<file path="config.mk">
export PLATFORM = sky130hd
export DESIGN_NAME = fetch_unit
export DESIGN_NICKNAME = d
export VERILOG_FILES = /design/src/rtl/fetch_unit.sv
export SDC_FILE = /design/constraint.sdc
export NUM_CORES = 1
export LEC_CHECK = 0
export CORE_ASPECT_RATIO = 0.75
export CORE_MARGIN = 5
export CORE_UTILIZATION = 40
export CTS_CLUSTER_SIZE = 28
export DETAILED_ROUTE_END_ITERATION = 8
export HOLD_SLACK_MARGIN = 0.1
export PLACE_DENSITY_LB_ADDON = 0.05
export SLEW_MARGIN = 20
export SYNTH_ARGS = -nofsm -noshare
export SYNTH_HDL_FRONTEND = slang
export SYNTH_SLANG_ARGS = --single-unit
</file>
<file path="constraint.sdc">
create_clock -name clk_i -period 2.3 [get_ports clk_i]
set_input_delay 0.46 -clock clk_i [delete_from_list [all_inputs] [get_ports clk_i]]
set_output_delay 0.46 -clock clk_i [all_outputs]
set_load 0.03 [all_outputs]
</file>
<file path="src/rtl/fetch_unit.sv">
// Instruction fetch stage: issues word addresses to a registered ROM, tags returned words with their
// byte PC and buffers them in a 2-entry FIFO for decode. Redirects flush all in-flight work.
module fetch_unit #(
  parameter logic [31:0] RESET_PC  = 32'h0000_0000,
  parameter int unsigned BUF_DEPTH = 2
) (
  input  logic        clk_i,
  input  logic        rst_ni,
  output logic [29:0] imem_addr_o,
  input  logic [31:0] imem_inst_i,
  input  logic        redirect_valid_i,
  input  logic [31:0] redirect_pc_i,
  output logic        out_valid_o,
  input  logic        out_ready_i,
  output logic [31:0] out_inst_o,
  output logic [31:0] out_pc_o
);

  localparam int unsigned CntW      = $clog2(BUF_DEPTH + 1);
  localparam logic [29:0] ResetWord = RESET_PC[31:2];

  logic [29:0]     fetch_pc_q, fetch_pc_d;
  logic            inflight_q, inflight_d;
  logic [29:0]     inflight_pc_q, inflight_pc_d;
  logic [31:0]     head_inst_q, head_inst_d, tail_inst_q, tail_inst_d;
  logic [29:0]     head_pc_q, head_pc_d, tail_pc_q, tail_pc_d;
  logic [CntW-1:0] count_q, count_d, occ_next, count_after_pop;
  logic            pop, push, issue;
  logic [29:0]     redirect_word;
  logic            unused_redirect_lsbs;

  assign redirect_word        = redirect_pc_i[31:2];
  assign unused_redirect_lsbs = ^redirect_pc_i[1:0];

  assign out_valid_o = (count_q != '0);
  assign out_inst_o  = out_valid_o ? head_inst_q : '0;
  assign out_pc_o    = out_valid_o ? {head_pc_q, 2'b00} : '0;

  always_comb begin
    pop      = out_valid_o & out_ready_i;
    push     = inflight_q & ~redirect_valid_i;
    // Occupancy once the word now on the ROM bus has landed; keeps room for the next issue.
    occ_next = count_q + CntW'(inflight_q) - CntW'(pop);
    issue    = (occ_next < CntW'(BUF_DEPTH)) | redirect_valid_i;

    if (!rst_ni) begin
      imem_addr_o = ResetWord;
    end else if (redirect_valid_i) begin
      imem_addr_o = redirect_word;
    end else begin
      imem_addr_o = fetch_pc_q;
    end
  end

  always_comb begin
    fetch_pc_d    = fetch_pc_q;
    inflight_d    = 1'b0;
    inflight_pc_d = inflight_pc_q;
    if (redirect_valid_i) begin
      fetch_pc_d    = redirect_word + 30'd1;
      inflight_d    = 1'b1;
      inflight_pc_d = redirect_word;
    end else if (issue) begin
      fetch_pc_d    = fetch_pc_q + 30'd1;
      inflight_d    = 1'b1;
      inflight_pc_d = fetch_pc_q;
    end
  end

  always_comb begin
    head_inst_d     = head_inst_q;
    head_pc_d       = head_pc_q;
    tail_inst_d     = tail_inst_q;
    tail_pc_d       = tail_pc_q;
    count_after_pop = count_q - CntW'(pop);
    count_d         = count_q;
    if (redirect_valid_i) begin
      count_d = '0;
    end else begin
      if (pop) begin
        head_inst_d = tail_inst_q;
        head_pc_d   = tail_pc_q;
      end
      if (push) begin
        if (count_after_pop == '0) begin
          head_inst_d = imem_inst_i;
          head_pc_d   = inflight_pc_q;
        end else begin
          tail_inst_d = imem_inst_i;
          tail_pc_d   = inflight_pc_q;
        end
      end
      count_d = count_after_pop + CntW'(push);
    end
  end

  always_ff @(posedge clk_i or negedge rst_ni) begin
    if (!rst_ni) begin
      fetch_pc_q    <= ResetWord;
      inflight_q    <= 1'b0;
      inflight_pc_q <= '0;
      head_inst_q   <= '0;
      head_pc_q     <= '0;
      tail_inst_q   <= '0;
      tail_pc_q     <= '0;
      count_q       <= '0;
    end else begin
      fetch_pc_q    <= fetch_pc_d;
      inflight_q    <= inflight_d;
      inflight_pc_q <= inflight_pc_d;
      head_inst_q   <= head_inst_d;
      head_pc_q     <= head_pc_d;
      tail_inst_q   <= tail_inst_d;
      tail_pc_q     <= tail_pc_d;
      count_q       <= count_d;
    end
  end

endmodule

</file>
---- After elaboration in Yosys (flattened, before gate mapping) ----
Index checks and enable logic that the tools add are counted.
storage, ports and cells
  bits of input ports ..................... 68
  word-level logic and storage cells ...... 41
  register bits ........................... 187
operators by class
  add/sub/neg operators ................... 6
  magnitude comparators ................... 1
  bitwise logic cells ..................... 5
  reductions and logical operators ........ 4
  mux-type cells .......................... 17
operators by type and width
  operator                 number
  $mux W30                 9
  $mux W32                 5
  $add A30 B1 Y30 const B  2
  $add A2 B1 Y2            2
  $reduce_bool A2 Y1       2
  $sub A2 B1 Y2            2
  $reduce_and A3 Y1        1
  $and A1 B1 Y1            2
  $logic_not A2 Y1         1
  $lt A2 B2 Y1 const B     1
  $mux W1                  2
  $mux W2                  1
  $not A1 Y1               2
  $or A1 B1 Y1             1

---- Depth between registers and ports, before layout ----
Gate-level depths: netlist of the first run.
  word-level depth ........................ 7
  mapped depth ............................ 14
  mapped depth without buffers ............ 8

---- Least setup slack after synthesis of the first run ----
OpenSTA, ideal clock, no wires.
  kind .................................... in2reg
  start point ............................. input redirect_valid_i
  end point ............................... register fetch_pc_q[12]
  stages .................................. 14
  setup slack ............................. -1.006 ns
  arrival ................................. 3.180 ns
  path through ............................ buf_4 > buf_6 > buf_6 > buf_2 > buf_2 > buf_2 > mux2i_1 > inv_1 > ha_1 > nand2b_1 > nor3b_1 > nor2b_1 > mux2_2 > a221o_1
between the ends
  cells in the longest elaborated chain, start to end .. 2
  elaborated cells on any way between the ends .. 3
RTL lines
  what                          RTL line  RTL
  start: declaration            11        input logic redirect_valid_i,
  $or A1 B1 Y1                  44        issue = (occ_next < CntW'(BUF_DEPTH)) | redirect_valid_i;
  $reduce_bool A2 Y1 (no line)  -
  end signal: assignment        99        fetch_pc_q <= ResetWord;
  end signal: assignment        108       fetch_pc_q <= fetch_pc_d;
  end: declaration              22        logic [29:0] fetch_pc_q, fetch_pc_d;
Several ways; a longest one is shown, not always the timed one.
A chain may end at the register's enable or synchronous reset.

---- Worst setup path after layout of the first run ----
  start point ............................. input redirect_pc_i[24]
  end point ............................... output imem_addr_o[22]
between the ends
  cells in the longest elaborated chain, start to end .. 2
RTL lines
  what                RTL line  RTL
  start: declaration  12        input logic [31:0] redirect_pc_i,
  $mux W30            48        end else if (redirect_valid_i) begin
  $mux W30            46        if (!rst_ni) begin
  end: declaration    9         output logic [29:0] imem_addr_o,
No other way between the ends.

==> results of run 1 <==
[flip-flops by register name (all words and copies together), names as in the netlist]
signal / count
head_pc_q: 30
count_q: 2
tail_pc_q: 30
inflight_pc_q: 30
tail_inst_q: 32
head_inst_q: 32
fetch_pc_q: 30
inflight_q: 1
[cell usage after synthesis, drive strengths merged, types with 2 or more instances]
cell,instances
a221o,4
nand4,7
mux2i,24
ha,2
a211oi,4
nand3,15
a221oi,2
o22ai,62
a211o,2
buf,15
nor2,119
and2,67
nand4b,6
xor2,15
o21a,3
nand3b,5
nor4,5
dfrtp,187
xnor2,8
mux2,64
a21o,2
inv,7
or3,4
a31oi,2
a21boi,9
o211ai,5
nor3,10
clkbuf,54
a21oi,114
nand2,45
nand2b,2
nor4b,2
a22oi,6
nor2b,40
o21ai,21
[stage by stage]
stage | hold slack [ps] | util (%) | cell area, sq um | total power [W] | std cells
2_1_floorplan | 164 | - | 9450 | 0.00635 | 953
3_3_place_gp | 408 | 52.7 | 12100 | 0.00759 | 1468
3_5_place_dp | 415 | 52.7 | 12100 | 0.00766 | 1468
4_1_cts | 162 | 55.4 | 12700 | 0.0107 | 1501
5_1_grt | 180 | 55.6 | 12800 | 0.0112 | 1503
6_report | 174 | 55.6 | 12800 | 0.0106 | 1503
[worst reg2reg max path, stage by stage (launching register included)]
cell and delay (ps):
dfrtp_1 420, nand4b_1 200, a211oi_2 400, nor3b_4 270, nor2b_4 180, mux2_2 330
a221o_1 250
[metal layers]
layer / GRT usage, % / share of wire [%] / up-vias
li1: - / - / 3842
met5: 0 / 0 / -
met1: 31.9 / 53 / 3847
met3: 3.65 / 4.2 / 20
met2: 27.8 / 42 / 190
met4: 4.14 / 0.73 / 0
[final timing paths]
| kind | end | depth (start not counted) | startpoint | slack, ps |
|---|---|---|---|---|
| min in group clk_i | tail_inst_q[31]$_DFFE_PN0P_ | 1 | tail_inst_q[31]$_DFFE_PN0P_ | 510 |
| worst max register to register | fetch_pc_q[12]$_DFFE_PN0P_ | 6 | fetch_pc_q[4]$_DFFE_PN0P_ | 150 |
| worst min register to register | tail_inst_q[31]$_DFFE_PN0P_ | 1 | tail_inst_q[31]$_DFFE_PN0P_ | 510 |
| worst max-delay path | imem_addr_o[22] | 8 | redirect_pc_i[24] | 80 |
| max in group asynchronous | tail_pc_q[21]$_DFFE_PN0P_ | 2 | rst_ni | 700 |
| worst min-delay path | head_pc_q[3]$_DFFE_PN0N_ | 2 | rst_ni | 170 |
[cells by family (layout without fill, tap and decap cells)]
| group | Yosys count | count (layout) |
|---|---|---|
| simple gates | 332 | 333 |
| compound gates | 243 | 243 |
| other cells | 1 | 2 |
| buf+inv | 76 | 325 |
| xor+xnor | 23 | 23 |
| fa+ha+maj | 2 | 2 |
| mux | 88 | 88 |
| flops | 187 | 187 |
[what timing repair did]
item | 4_1_cts | 5_1_grt
resized for setup | 4 | 9
setup endpoints to repair | 44 | 27
pin swaps | 0 | 6
hold buffers | 1 | 0
cloned | 0 | 1
buffers inserted | 0 | 1
endpoints found under the hold margin | 15 | 0
[power groups by stage]
stage / clock network [W] / registers (W) / logic [W]
2_1_floorplan: 0 / 0.00450 / 0.00185
3_3_place_gp: 0 / 0.00460 / 0.00298
4_1_cts: 0.00311 / 0.00458 / 0.00303
3_5_place_dp: 0 / 0.00464 / 0.00301
6_report: 0.00304 / 0.00458 / 0.00301
5_1_grt: 0.00324 / 0.00468 / 0.00327
[cell type report]
type                    count  area [sq um]  area share, %
flip-flops and latches    187          4680           36.6
inverters                   7          26.3          0.205
multi-input cells         691          4470           34.9
clock buffers              17           425           3.33
clock inverters            15           189           1.48
repair buffers            286          2630           20.5
well taps                 300           375           2.93
==> flow_summary.ini, run 1 <==
[outcome]
outcome = completed

[clock_network]
cts_sinks = 187
clkTransAtPathRegs_ps = 90
numCtsBuffers = 17
htree_num_levels = 4
cts_tree = yes
root_buffer = clkbuf_16
insertion_delay_ps = 450
cts_buffer_depth = 2

[finish]
drive_gt1_share_pct = 29.0
nets = 1260
diodes = 0
areaGrowthSynthToFinish_pct = 36.9
final_common_cell = buf_4
nFillCells = 2099
mostFrequentLayoutCells = buf_4, dfrtp_1, nor2_1

[power_and_ir_drop]
swShare_pct = 33.4
p_seq_share_pct = 43.1
vdd.ir_drop.worst_mv = 0.498
power_frac_comb_pct = 28.3
p_int_w = 0.00708
p_sw_w = 0.00354
clock_power_share_pct = 28.6
power_density_nw_per_um2 = 831
leakage_nw = 5.56

[floorplanning]
die_h_microns = 142
io_pins = 163
fp.coreArea_sq_um = 23000
fp-row-count = 48
die_width_microns = 186
die_area_sq_um = 26600
start_util_pct = 40.6

[route]
routed_wl_microns = 26700
vias_per_cell = 5.26
drc_errors = 0
vias = 7899
wl_per_cell_microns = 17.8
ant_nets = 0
first_pass_iters = 5
drt_iter0_drc = 524

[yosys]
synthArstFlopShare_pct = 100
synth-simple-area-share_pct = 18.1
syn-instance-count = 952
syn-cell-area_sq_um = 9350
yosys.area_share.adder_pct = 0.268
synth_top_family_by_area = simple AND/OR/NAND/NOR gates
synth_compound_area_share_pct = 15.7
yosys_register_bits = 187
yosys_warnings = 0
synth-xor-area-share_pct = 2.16
avgSynthCellArea_sq_um = 9.82
synth_edf_count = 0
synth_top_cell_area_share_pct = 50.1
yosys-top-cells-area = dfrtp_1, mux2_2, a21oi_1
synth_cell_types = 60
ys.flop_type = dfrtp_1
yosysSeqAreaShare_pct = 50.1
synth_top_cell_by_area = dfrtp_1
muxShareOfSynthArea_pct = 10.3

[timing]
setup_viol = 0
final.setup_skew_ps = 15.6
slew_viol_final = 0
setup_ws_ps = 77.4
worst_slew_pin_slew_ps = 1020
rsz0062_at_grt = yes
final_hold_viol_count = 0
relSlewSlack_pct = 32.0
period_share_pct = 96.6
min_period_ps = 2220
setup-tns-final_ps = 0
max_freq_ghz = 0.450

[critical_path]
critical_path_required_ps = 1840
endpoint_kind = primary output
crit_buf_inv = 5
start_kind = primary input
crit_type = primary input to primary output
worst_path_most_repeated_cell = buf_4
worst-path-max-fanout = 4
slowest_delay_ps = 480
arrival_ps = 1760
cp_slowest_cell = clkdlybuf4s50_1
crit_chain = clkdlybuf4s50_1, buf_4, nand2_1, a21boi_1, buf_4, nor2b_1, buf_4, buf_12
path_delay_family = buffers and inverters

[global_routing]
grt_max_degree = 56
grt_pass1_vias = 7725
gr-total-overflow = 0
antenna_found_initial = 0
grt_first_pass_wirelength_microns = 43000
track_usage_pct = 19.9

[placement]
port-buffer-count = 158
post-dp-hpwl_microns = 18600
dpl_worst_slack_ps = -359
finalWeightedCongestion = 0.853

[job]
cap_violations = 0

[min_path]
hold_path.class = primary input to async pin
Note: power is estimated with default switching activity, not from simulation.
==> run 2, diff against run 1 <==
Settings changed: CORE_MARGIN 5 to 10, HOLD_SLACK_MARGIN 0.1 to 0.05.
Clock period 2.3 ns to 1.96 ns, I/O delays scaled along.
==> run 2 against run 1 <==
  * The run now ends with setup timing left
  * Total power rose by 23%
  * Clock power rose by 14%
  * Sequential cell count did not move
  * Largest power group unchanged
  * Highest routed layer unchanged
==> flow_summary.ini, run 2 (same netlist as run 1, synthesis figures left out) <==
[route]
drt_iter0_drc = 607
wl_per_cell_microns = 18.4
ant_nets = 0
first_pass_iters = 4
vias = 8225
vias_per_cell = 5.17
routed_wl_microns = 29300
drc_errors = 0

[placement]
finalWeightedCongestion = 0.852
port-buffer-count = 158
dpl-instance-area_sq_um = 12800
post-dp-hpwl_microns = 20200
dpl_worst_slack_ps = -614

[finish]
mostFrequentLayoutCells = dfrtp_1, buf_4, nor2_1
nets = 1347
design_area_sq_um = 14400
nFillCells = 1974
areaGrowthSynthToFinish_pct = 53.7
diodes = 0
drive_gt1_share_pct = 40.7
biggestRegsByFlops = head_inst_q (32), tail_inst_q (32)

[global_routing]
grt_pass1_vias = 8207
grt_max_degree = 74
antenna_found_initial = 0
busiest_layer = met2
use_met2_pct = 28.2
grtUsageMet1_pct = 27.6
track_usage_pct = 18.9
grt_use_met3_pct = 4.16
gr-total-overflow = 0
grt_first_pass_wirelength_microns = 46100

[timing]
max_freq_ghz = 0.463
hold_slack_ps = 77.3
rsz0062_at_grt = yes
slew_viol_final = 0
final.setup_skew_ps = 13.0
final_hold_viol_count = 0
period_share_pct = 110
setup_ws_ps = -199
min_period_ps = 2160
setup_viol = 77

[power_and_ir_drop]
leakage_nw = 6.36
vdd.ir_drop.worst_mv = 0.597
power_density_nw_per_um2 = 912

[critical_path]
reg2reg_from = count_q[1]$_DFF_PN0_
critical_path_required_ps = 1570
reg2reg_depth = 8
arrival_ps = 1770
r2r-end = fetch_pc_q[12]$_DFFE_PN0P_
endpoint_kind = primary output
r2r_setup_slack_ps = -140
start_kind = flip-flop
worst-path-max-fanout = 33
crit_type = flip-flop to primary output
cp-startpoint = count_q[1]$_DFF_PN0_

[min_path]
hold_path.class = primary input to async pin

[clock_network]
insertion_delay_ps = 440
cts_tree = yes
cts_sinks = 187
htree_num_levels = 4
cts_buffer_depth = 2
clkTransAtPathRegs_ps = 80
numCtsBuffers = 17
root_buffer = clkbuf_16

[job]
cap_violations = 0

[outcome]
violations = setup timing
outcome = finished with violations

[floorplanning]
die_width_microns = 196
fp.coreArea_sq_um = 23000
io_pins = 163
die_h_microns = 152
start_util_pct = 40.6
fp-row-count = 48
die_area_sq_um = 29900
run 2: cell types whose count changed in the layout (fill, tap and decap cells not counted), moves of 6 or more:
cell / previous run / this run
clkdlybuf4s50_1: 60 / 54
and2_1: 66 / 29
o21ai_0: 19 / 12
buf_6: 2 / 73
a21oi_1: 114 / 108
and2_4: 0 / 38
nor2b_4: 1 / 9
o21ai_1: 0 / 6
buf_4: 195 / 187
a21oi_2: 0 / 6
nor2b_1: 32 / 15
nor2b_2: 7 / 16
buf_12: 24 / 43
run 2: power breakdown:
part | switching [W] | internal [W]
sequential | 0.000535 | 0.00483
clock | 0.00172 | 0.00175
combinational | 0.00200 | 0.00226
total | 0.00426 | 0.00884
run 2: metrics by stage:
step	util, %	total power (W)	cells	setup TNS (ps)
after global placement	55.5	0.00922	1521	-42850
after global routing	62.4	0.0138	1590	-17300
after floorplan	-	0.00747	953	-8960
final	62.4	0.0131	1590	-11730
after detailed placement	55.5	0.00929	1521	-45190
after CTS	60.5	0.0130	1569	-12350
run 2: worst max-delay path by stage:
stage | endpoint | slack [ps] | cells past startpoint
final | out_pc_o[23] | -200 | 5
after global routing | out_inst_o[12] | -260 | 5
after CTS | out_pc_o[22] | -220 | 5
after detailed placement | fetch_pc_q[12]$_DFFE_PN0P_ | -610 | 10
after global placement | fetch_pc_q[12]$_DFFE_PN0P_ | -550 | 10
after floorplan | fetch_pc_q[16]$_DFFE_PN0P_ | -810 | 14
run 2: worst max-delay path, cell delays in order, from the launching register on:
cell and delay, ps:
dfrtp_1 410, buf_6 140, or2_4 280, buf_12 170
and2_1 190, buf_6 140
run 2: cell type report:
cell class	count	area (sq um)	share of cell area, %
multi-input cells	690	4840	33.7
repair buffers	374	3850	26.8
clock inverters	13	144	1.00
clock buffers	19	443	3.08
inverters	7	33.8	0.235
flip-flops and latches	187	4680	32.6
well taps	300	375	2.61
run 2: what timing repair did:
item | in CTS | in global routing
cloned | 1 | 2
setup endpoints to repair | 95 | 135
setup buffers | 15 | 22
hold endpoints to repair | 36 | 0
resized for setup | 130 | 82
pin swaps | 11 | 31
hold buffers | 2 | 0
run 2: per-layer routing:
layer / routed length, microns / part of all wire (%)
met5: 0 / 0
met4: 280 / 0.95
met3: 1330 / 4.5
met2: 13100 / 45
met1: 14600 / 50
